===== src/rtl/irq_receiver.sv =====
// irq_receiver: core-side IRQ buffer. Accepts interconnect IRQs into a small FIFO,
// coalesces repeats of pending numbers, and offers the oldest entry to the core.
`default_nettype none

module irq_receiver #(
   parameter int P_FIFO_DEPTH   = 4,
   parameter int P_FIFO_DEPTH_N = 2
) (
   input  logic                      iCLOCK,
   input  logic                      iRESET,
   input  logic                      iFLUSH,
   input  logic                      iIRQ_VALID,
   input  logic [5:0]                iIRQ_NUM,
   output logic                      oIRQ_ACK,
   input  logic                      iCORE_IRQ_ENABLE,
   output logic                      oCORE_IRQ_VALID,
   output logic [5:0]                oCORE_IRQ_NUM,
   input  logic                      iCORE_IRQ_ACK,
   output logic [P_FIFO_DEPTH_N:0]   oPENDING_COUNT,
   output logic                      oCOALESCE
);

   localparam logic [P_FIFO_DEPTH_N:0] c_full_count = (P_FIFO_DEPTH_N+1)'(P_FIFO_DEPTH);
   localparam logic [P_FIFO_DEPTH_N:0] c_ptr_one    = (P_FIFO_DEPTH_N+1)'(1);

   // Pointers carry one extra bit so that full and empty are distinguishable.
   logic [P_FIFO_DEPTH_N:0]   wr_ptr_q, wr_ptr_d;
   logic [P_FIFO_DEPTH_N:0]   rd_ptr_q, rd_ptr_d;
   logic [63:0]               bitmap_q, bitmap_d;
   logic                      b_ack_q, b_ack_d;
   logic                      coal_q, coal_d;
   logic [5:0]                mem_q [P_FIFO_DEPTH];

   logic [P_FIFO_DEPTH_N:0]   w_count;
   logic                      w_nonempty;
   logic [5:0]                w_head;
   logic                      w_pop;
   logic                      w_accept;
   logic                      w_coalesce;
   logic                      w_push;

   assign w_count    = wr_ptr_q - rd_ptr_q;
   assign w_nonempty = (w_count != '0);
   assign w_head     = mem_q[rd_ptr_q[P_FIFO_DEPTH_N-1:0]];

   assign w_pop      = iCORE_IRQ_ENABLE && w_nonempty && iCORE_IRQ_ACK;
   assign w_accept   = iIRQ_VALID && !b_ack_q && (w_count != c_full_count);
   // A pending copy that leaves the FIFO this cycle cannot absorb the new request.
   assign w_coalesce = w_accept && bitmap_q[iIRQ_NUM] && !(w_pop && (w_head == iIRQ_NUM));
   assign w_push     = w_accept && !w_coalesce;

   always_comb begin
      wr_ptr_d = wr_ptr_q;
      rd_ptr_d = rd_ptr_q;
      bitmap_d = bitmap_q;
      b_ack_d  = 1'b0;
      coal_d   = 1'b0;
      if (iFLUSH) begin
         wr_ptr_d = '0;
         rd_ptr_d = '0;
         bitmap_d = '0;
      end else begin
         if (w_pop) begin
            rd_ptr_d         = rd_ptr_q + c_ptr_one;
            bitmap_d[w_head] = 1'b0;
         end
         if (w_accept) begin
            b_ack_d = 1'b1;
            coal_d  = w_coalesce;
         end
         // Set after the pop clear so a same-number re-push stays marked pending.
         if (w_push) begin
            wr_ptr_d           = wr_ptr_q + c_ptr_one;
            bitmap_d[iIRQ_NUM] = 1'b1;
         end
      end
   end

   always_ff @(posedge iCLOCK or posedge iRESET) begin
      if (iRESET) begin
         wr_ptr_q <= '0;
         rd_ptr_q <= '0;
         bitmap_q <= '0;
         b_ack_q  <= 1'b0;
         coal_q   <= 1'b0;
      end else begin
         wr_ptr_q <= wr_ptr_d;
         rd_ptr_q <= rd_ptr_d;
         bitmap_q <= bitmap_d;
         b_ack_q  <= b_ack_d;
         coal_q   <= coal_d;
      end
   end

   always_ff @(posedge iCLOCK) begin
      if (w_push && !iFLUSH) begin
         mem_q[wr_ptr_q[P_FIFO_DEPTH_N-1:0]] <= iIRQ_NUM;
      end
   end

   assign oIRQ_ACK        = b_ack_q;
   assign oCOALESCE       = coal_q;
   assign oPENDING_COUNT  = w_count;
   assign oCORE_IRQ_VALID = iCORE_IRQ_ENABLE && w_nonempty;
   assign oCORE_IRQ_NUM   = w_nonempty ? w_head : 6'd0;

endmodule

`default_nettype wire


===== config.mk =====
export PLATFORM = sky130hd
export DESIGN_NAME = irq_receiver
export DESIGN_NICKNAME = d
export VERILOG_FILES = /design/src/rtl/irq_receiver.sv
export SDC_FILE = /design/constraint.sdc
export NUM_CORES = 1
export LEC_CHECK = 0
export BUFFER_PORTS_ARGS = -buffer_cell sky130_fd_sc_hd__buf_2
export CAP_MARGIN = 20
export CORE_MARGIN = 2
export CORE_UTILIZATION = 45
export CTS_BUF_LIST = sky130_fd_sc_hd__clkbuf_4 sky130_fd_sc_hd__clkbuf_8
export DETAILED_ROUTE_END_ITERATION = 12
export GPL_TIMING_DRIVEN = 0
export PLACE_DENSITY = 0.68
export SYNTH_ARGS = -nofsm -noshare
export SYNTH_HDL_FRONTEND = slang
export SYNTH_SLANG_ARGS = --single-unit

===== constraint.sdc =====
create_clock -name iCLOCK -period 5.25 [get_ports iCLOCK]
set_clock_uncertainty 0.15 [all_clocks]
set_input_delay 0.2625 -clock iCLOCK [delete_from_list [all_inputs] [get_ports iCLOCK]]
set_output_delay 0.2625 -clock iCLOCK [all_outputs]
set_load 0.01 [all_outputs]

Word level (Yosys, flattened, before mapping)
Memories as Yosys holds them, arrays and structs flattened. Index checks and enable logic that the tools add are counted.

Add/sub/neg operators: 3. Order comparisons: 4. Equal/unequal tests: 2. Mux-type cells: 21. Bitwise logic cells: 3. Reduce and logical (&&, ||, !) cells: 18.

Operators by type and width (count): 64-bit two-way mux (4); 64-bit bitwise AND (1); 64-bit NOT (1); 64-bit bitwise OR (1); 6-bit by 7-bit < comparator with 1-bit output, second input constant (2); 1-bit demux with 6-bit select (2); 6-bit by 1-bit >= comparator with 1-bit output, second input constant (2); 3-bit two-way mux (4); 1-bit logical AND (11); 1-bit two-way mux (9); 3-bit by 1-bit adder with 3-bit output, second input constant (2); 1-bit binary-select mux with 6-bit select (1); 6-bit equality test (1); 6-bit two-way mux (1); 1-bit zero test (4); 2-bit nonzero test (2); 3-bit != test, second input constant (1); 3-bit nonzero test (1); 3-bit subtractor (1).

Register bits after elaboration: 72. Memory bits (writable): 24. Bits of input ports: 12. Output and inout bits: 12. Word-level logic and storage cells: 57. Memories: 1.

Memory list: mem_q (words 4, bits a word 6, read ports 1, clocked after Yosys merged registers in 0, write ports 1, line 32) `logic [5:0] mem_q [P_FIFO_DEPTH];`.

Logic depth before layout (Yosys ltp)
Depth in word-level cells: 12. Gate-level depth with buffers: 11. Gate-level depth less buffers: 10.

Least setup slack after synthesis
OpenSTA, ideal clock, no wires.

Path kind: register -> register. From: register wr_ptr_q[0]. To: memory mem_q[0][0], enable pin. Library setup time: 378 ps. Data arrival time: 2927 ps. Data required time: 4722 ps. Path slack: 1794 ps. Cell stages (with the launch flop): 12. Buffers on the path: 1. Cells stage by stage: dfrtp_1 -> inv_1 -> ha_1 -> fa_1 -> xnor3_1 -> inv_1 -> o211ai_1 -> or3_4 -> buf_6 -> nor2_1 -> a21oi_1 -> nor3b_1.

Word-level cells in the longest chain between the ends: 12. Elaborated cells between the ends (all ways): 15.

RTL lines: from (decl) (line 27) `logic [P_FIFO_DEPTH_N:0] wr_ptr_q, wr_ptr_d;`; from (signal assigned) (line 87) `wr_ptr_q <= wr_ptr_d;`; 3-bit subtractor (*) (line 42) `assign w_count = wr_ptr_q - rd_ptr_q;`; net oPENDING_COUNT[2] (line 19) `output logic [P_FIFO_DEPTH_N:0] oPENDING_COUNT,`; 3-bit nonzero test (line 43) `assign w_nonempty = (w_count != '0);`; 1-bit logical AND (2 in a row) (line 46) `assign w_pop = iCORE_IRQ_ENABLE && w_nonempty && iCORE_IRQ_ACK;`; 1-bit logical AND (line 49) `assign w_coalesce = w_accept && bitmap_q[iIRQ_NUM] && !(w_pop && (w_head == iIRQ_NUM));`; 1-bit zero test (line 49); 1-bit logical AND (line 49); 1-bit zero test (line 50) `assign w_push = w_accept && !w_coalesce;`; 1-bit logical AND (*) (line 50); 1-bit logical AND (*) (line 96) `if (w_push && !iFLUSH) begin`; 1-bit two-way mux (*) (line 96); 1-bit two-way mux (implied by the code) (*) (line 97) `mem_q[wr_ptr_q[P_FIFO_DEPTH_N-1:0]] <= iIRQ_NUM;`; to (decl) (line 32).

Mark *: on every way through the listed nets, which the timed path passes. The rest lies on a longest branch.

Worst setup path after layout
From: input iIRQ_NUM[2]. To: memory mem_q[2][3], enable pin.

Word-level cells in the longest chain between the ends: 9. Elaborated cells between the ends (all ways): 12.

RTL lines: from (decl) (line 13) `input logic [5:0] iIRQ_NUM,`; 1-bit binary-select mux with 6-bit select / 6-bit equality test (equally long branches) (line 49); 1-bit two-way mux (implied by the code) / 1-bit logical AND (equally long branches) (line 49); 1-bit logical AND / 1-bit zero test (equally long branches) (line 49); 1-bit logical AND (*) (line 49); 1-bit zero test (*) (line 50); 1-bit logical AND (*) (line 50); 1-bit logical AND (*) (line 96); 1-bit two-way mux (*) (line 96); 1-bit two-way mux (implied by the code) (*) (line 97).

Mark *: on every way between the ends. The rest lies on a longest branch, timed or not. The select of a mux whose other input is x is not followed.

==> impl_metrics.ini <==
[run_status]
status = complete, no violations

[logic_synthesis]
synth-seq-cells = 96
ys.flop_type = dfrtp_1
synthArstFlopShare_pct = 75.0
synth_commonest_cells = 72 x dfrtp_1, 65 x o211ai_1, 33 x o21ai_0, 33 x o21ai_1
synth_seq_area_share_pct = 48.8
yosys.area.top_type = dfrtp_1
yosysMostFrequentCell = dfrtp_1
yosys_warnings = 0
avgSynthCellArea_sq_um = 11.1
synth_cells = 467
synth_edf_count = 24
synth.distinct_cells = 58
syn_area_sq_mm = 0.00517
synth_nets = 486
netlist_top_cells_area = dfrtp_1 35%, edfxtp_1 14%, o211ai_1 9.4%, mux4_2 4.8%, o21ai_0 3.2%
netlist.area_leader.share_pct = 34.8

[worst_setup_path]
r2r_end = mem_q[2][3]
end_kind = flop
critical_path_cell_count = 12
critPathTopFamily = buffers and inverters
required_ns = 5.10
cp-endpoint = mem_q[2][3]
path_cells = dlygate4sd3_1, buf_2, buf_2, buf_6, buf_6, mux4_2, mux2i_1, nor2_1, nor4_1, buf_2, a21oi_1, nor3b_1
critPathMaxStageDelay_ns = 0.87
cp-start-kind = input port
arrival_ns = 4.15
reg2reg_slack_ns = 1.24
slowest_stage = nor3b_1
r2r-start = wr_ptr_q[0]
reg2reg_depth = 11
cp_max_fo = 10
crit_top_cell = buf_2
timing_worst_setup_path_type = in2reg
path_buf_inv = 6
crit_start = iIRQ_NUM[2]

[sta]
slew_violations = 0
finalSetupViolations = 0
period_needed_ns = 4.30
fmax_mhz = 233
finalHoldViolCount = 0
setup_tns_ns = 0
rsz0062_at_grt = no
fin_crit_sh_pct = 81.8
slew_headroom_pct = 19.1
worst_pin_slew_ns = 1.21

[placed_design]
numPortBuffers = 22
dp.cells = 632
gp_congestion = 0.888
hpwlAfterDp_microns = 9890

[global_routing]
grt_pass1_wl_microns = 23800
track_usage_pct = 25.0
grt_max_degree = 73
grt_overflow = 0
first_global_vias = 4226
antenna_found_initial = 0

[floorplanning]
die_y_microns = 111
num_rows = 39
dieArea_sq_mm = 0.0124
design.portCount = 24
core_sq_mm = 0.0113
start_util_pct = 45.7
die_w_microns = 111

[pwr]
p_per_area_mw_per_mm2 = 291
combPwrFrac_pct = 20.6
switching_share_pct = 30.0
ir_drop_mv = 0.207
seq_power_share_pct = 47.4
internal_power_w = 0.00117
p_leak_nw = 2.24
switchingPower_w = 0.000499
power.share.clock_pct = 32.0

[cells_and_area]
fin_util_pct = 50.6
final_cell_count_no_fill = 654
drive_above_1_share_pct = 17.2
area_growth_pct = 10.8
antennaDiodeCount = 0
final_net_count = 525

[route]
drt_iter0_drc = 460
ant_nets = 0
wl_met1_microns = 6160
wl_per_cell_microns = 23.0
wl_met2_microns = 6800
drt-total-wl_microns = 15000
wl_met3_microns = 1510
dr.max_layer_used = met4
drc = 0
viasPerCell = 6.53
vias = 4272
drtPass1Iterations = 5

[cts]
cts_hold_buf = 5
cts_max_path_buffers = 2
numCtsBuffers = 9
cts_tree = built
cts_htree_levels = 3
clock_latency_ns = 0.38
path_clk_slew_ns = 0.09
numClockSinks = 96
ctsResizeCount = 0
postCtsSetupBuffers = 0
root_buffer = clkbuf_8

[job]
max_cap_violations = 0

[hold_path]
hp-class = in2reg
## worst register-to-register path, cell delays in order, from the launching register on
cell      delay, ns
dfrtp_1        0.42
inv_1          0.12
ha_1           0.23
fa_1           0.38
xnor3_1        0.24
inv_1          0.12
o211ai_1       0.25
or3_4          0.47
buf_6          0.17
nor2_1         0.11
a21oi_1        0.11
nor3b_1        0.87
## layer usage
layer	GRT usage [%]	up-vias
met4	11.3	0
met5	0	-
met3	6.01	41
met1	33.8	2106
met2	38.2	272
li1	-	1853
## logic make-up (layout without fill, tap and decap cells)
| kind of cell | count (synthesis) | after routing | share of synthesized area, % |
|---|---|---|---|
| DFF | 96 | 96 | 48.8 |
| muxes | 30 | 30 | 8.68 |
| xor gates and xnor gates | 9 | 9 | 1.79 |
| AOI/OAI and AO/OA | 163 | 163 | 20.8 |
| and+or+nand+nor | 116 | 116 | 13.9 |
| buffers and inverters | 46 | 90 | 4.23 |
| adders and majority gates | 7 | 7 | 1.84 |
## state kept, by name (all words and copies together) (netlist names)
signal and count:
bitmap_q 64, mem_q 24, rd_ptr_q 3, wr_ptr_q 3, oCOALESCE 1, oIRQ_ACK 1
## cell usage in the layout, fill, tap and decap left out, types with 3 or more instances in the layout
cell type	synthesis	layout
mux4_2	11	11
edfxtp_1	24	24
ha_1	6	6
nand2b_1	8	8
nor2_1	24	24
o21ai_1	33	33
dlygate4sd3_1	0	5
inv_1	12	11
a31oi_1	10	10
or3_1	3	3
o211ai_1	65	65
buf_2	13	35
mux2i_1	13	13
a21oi_1	3	3
nand2_1	20	20
nor3b_1	4	4
nor2b_1	15	15
nor4_4	4	4
xor2_1	3	3
a31oi_2	4	4
nor3_1	7	7
buf_6	4	4
mux2_2	4	4
clkbuf_8	0	9
xnor2_1	5	5
dfrtp_1	72	72
nor3b_2	3	3
clkinv_1	0	3
clkbuf_1	15	15
nand3_1	5	5
nand3b_1	6	6
o21ai_0	33	33
## through the flow
stage	instance area, sq um	power, W	setup slack, ns	hold WS [ns]
6_report	5730	0.00167	0.953	0.0688
5_1_grt	5730	0.00173	0.721	0.0694
4_1_cts	5720	0.00167	0.964	0.0608
3_5_place_dp	5460	0.00114	1.12	0.357
3_3_place_gp	5460	0.00113	1.14	0.341
2_1_floorplan	5170	0.00103	1.79	0.211
## power groups by stage
stage	registers (W)	logic [W]	clock network, W
after global routing	0.000791	0.000373	0.000569
after detailed placement	0.000804	0.000336	0
after global placement	0.000803	0.000327	0
after floorplan	0.000802	0.000226	0
final	0.000789	0.000343	0.000533
after CTS	0.000789	0.000341	0.000536
## layout make-up
cell class	count	area, sq um
buffer	34	174
clock buffer	11	139
clock inverter	5	71.3
fill	1038	5590
inverter	12	47.5
multi-input combinational	325	2430
sequential	96	2520
tap	143	179
timing repair buffer	28	168
## worst min-delay path by stage
stage | end | startpoint | depth (start not counted)
floorplan | mem_q[0][0] | iIRQ_NUM[0] | 0
global placement | mem_q[2][2] | iIRQ_NUM[2] | 1
detailed placement | mem_q[0][2] | iIRQ_NUM[2] | 1
CTS | mem_q[1][1] | iIRQ_NUM[1] | 1
global route | mem_q[1][1] | iIRQ_NUM[1] | 1
finish | mem_q[3][1] | iIRQ_NUM[1] | 1
No activity file was read; power rests on OpenSTA's default activity.
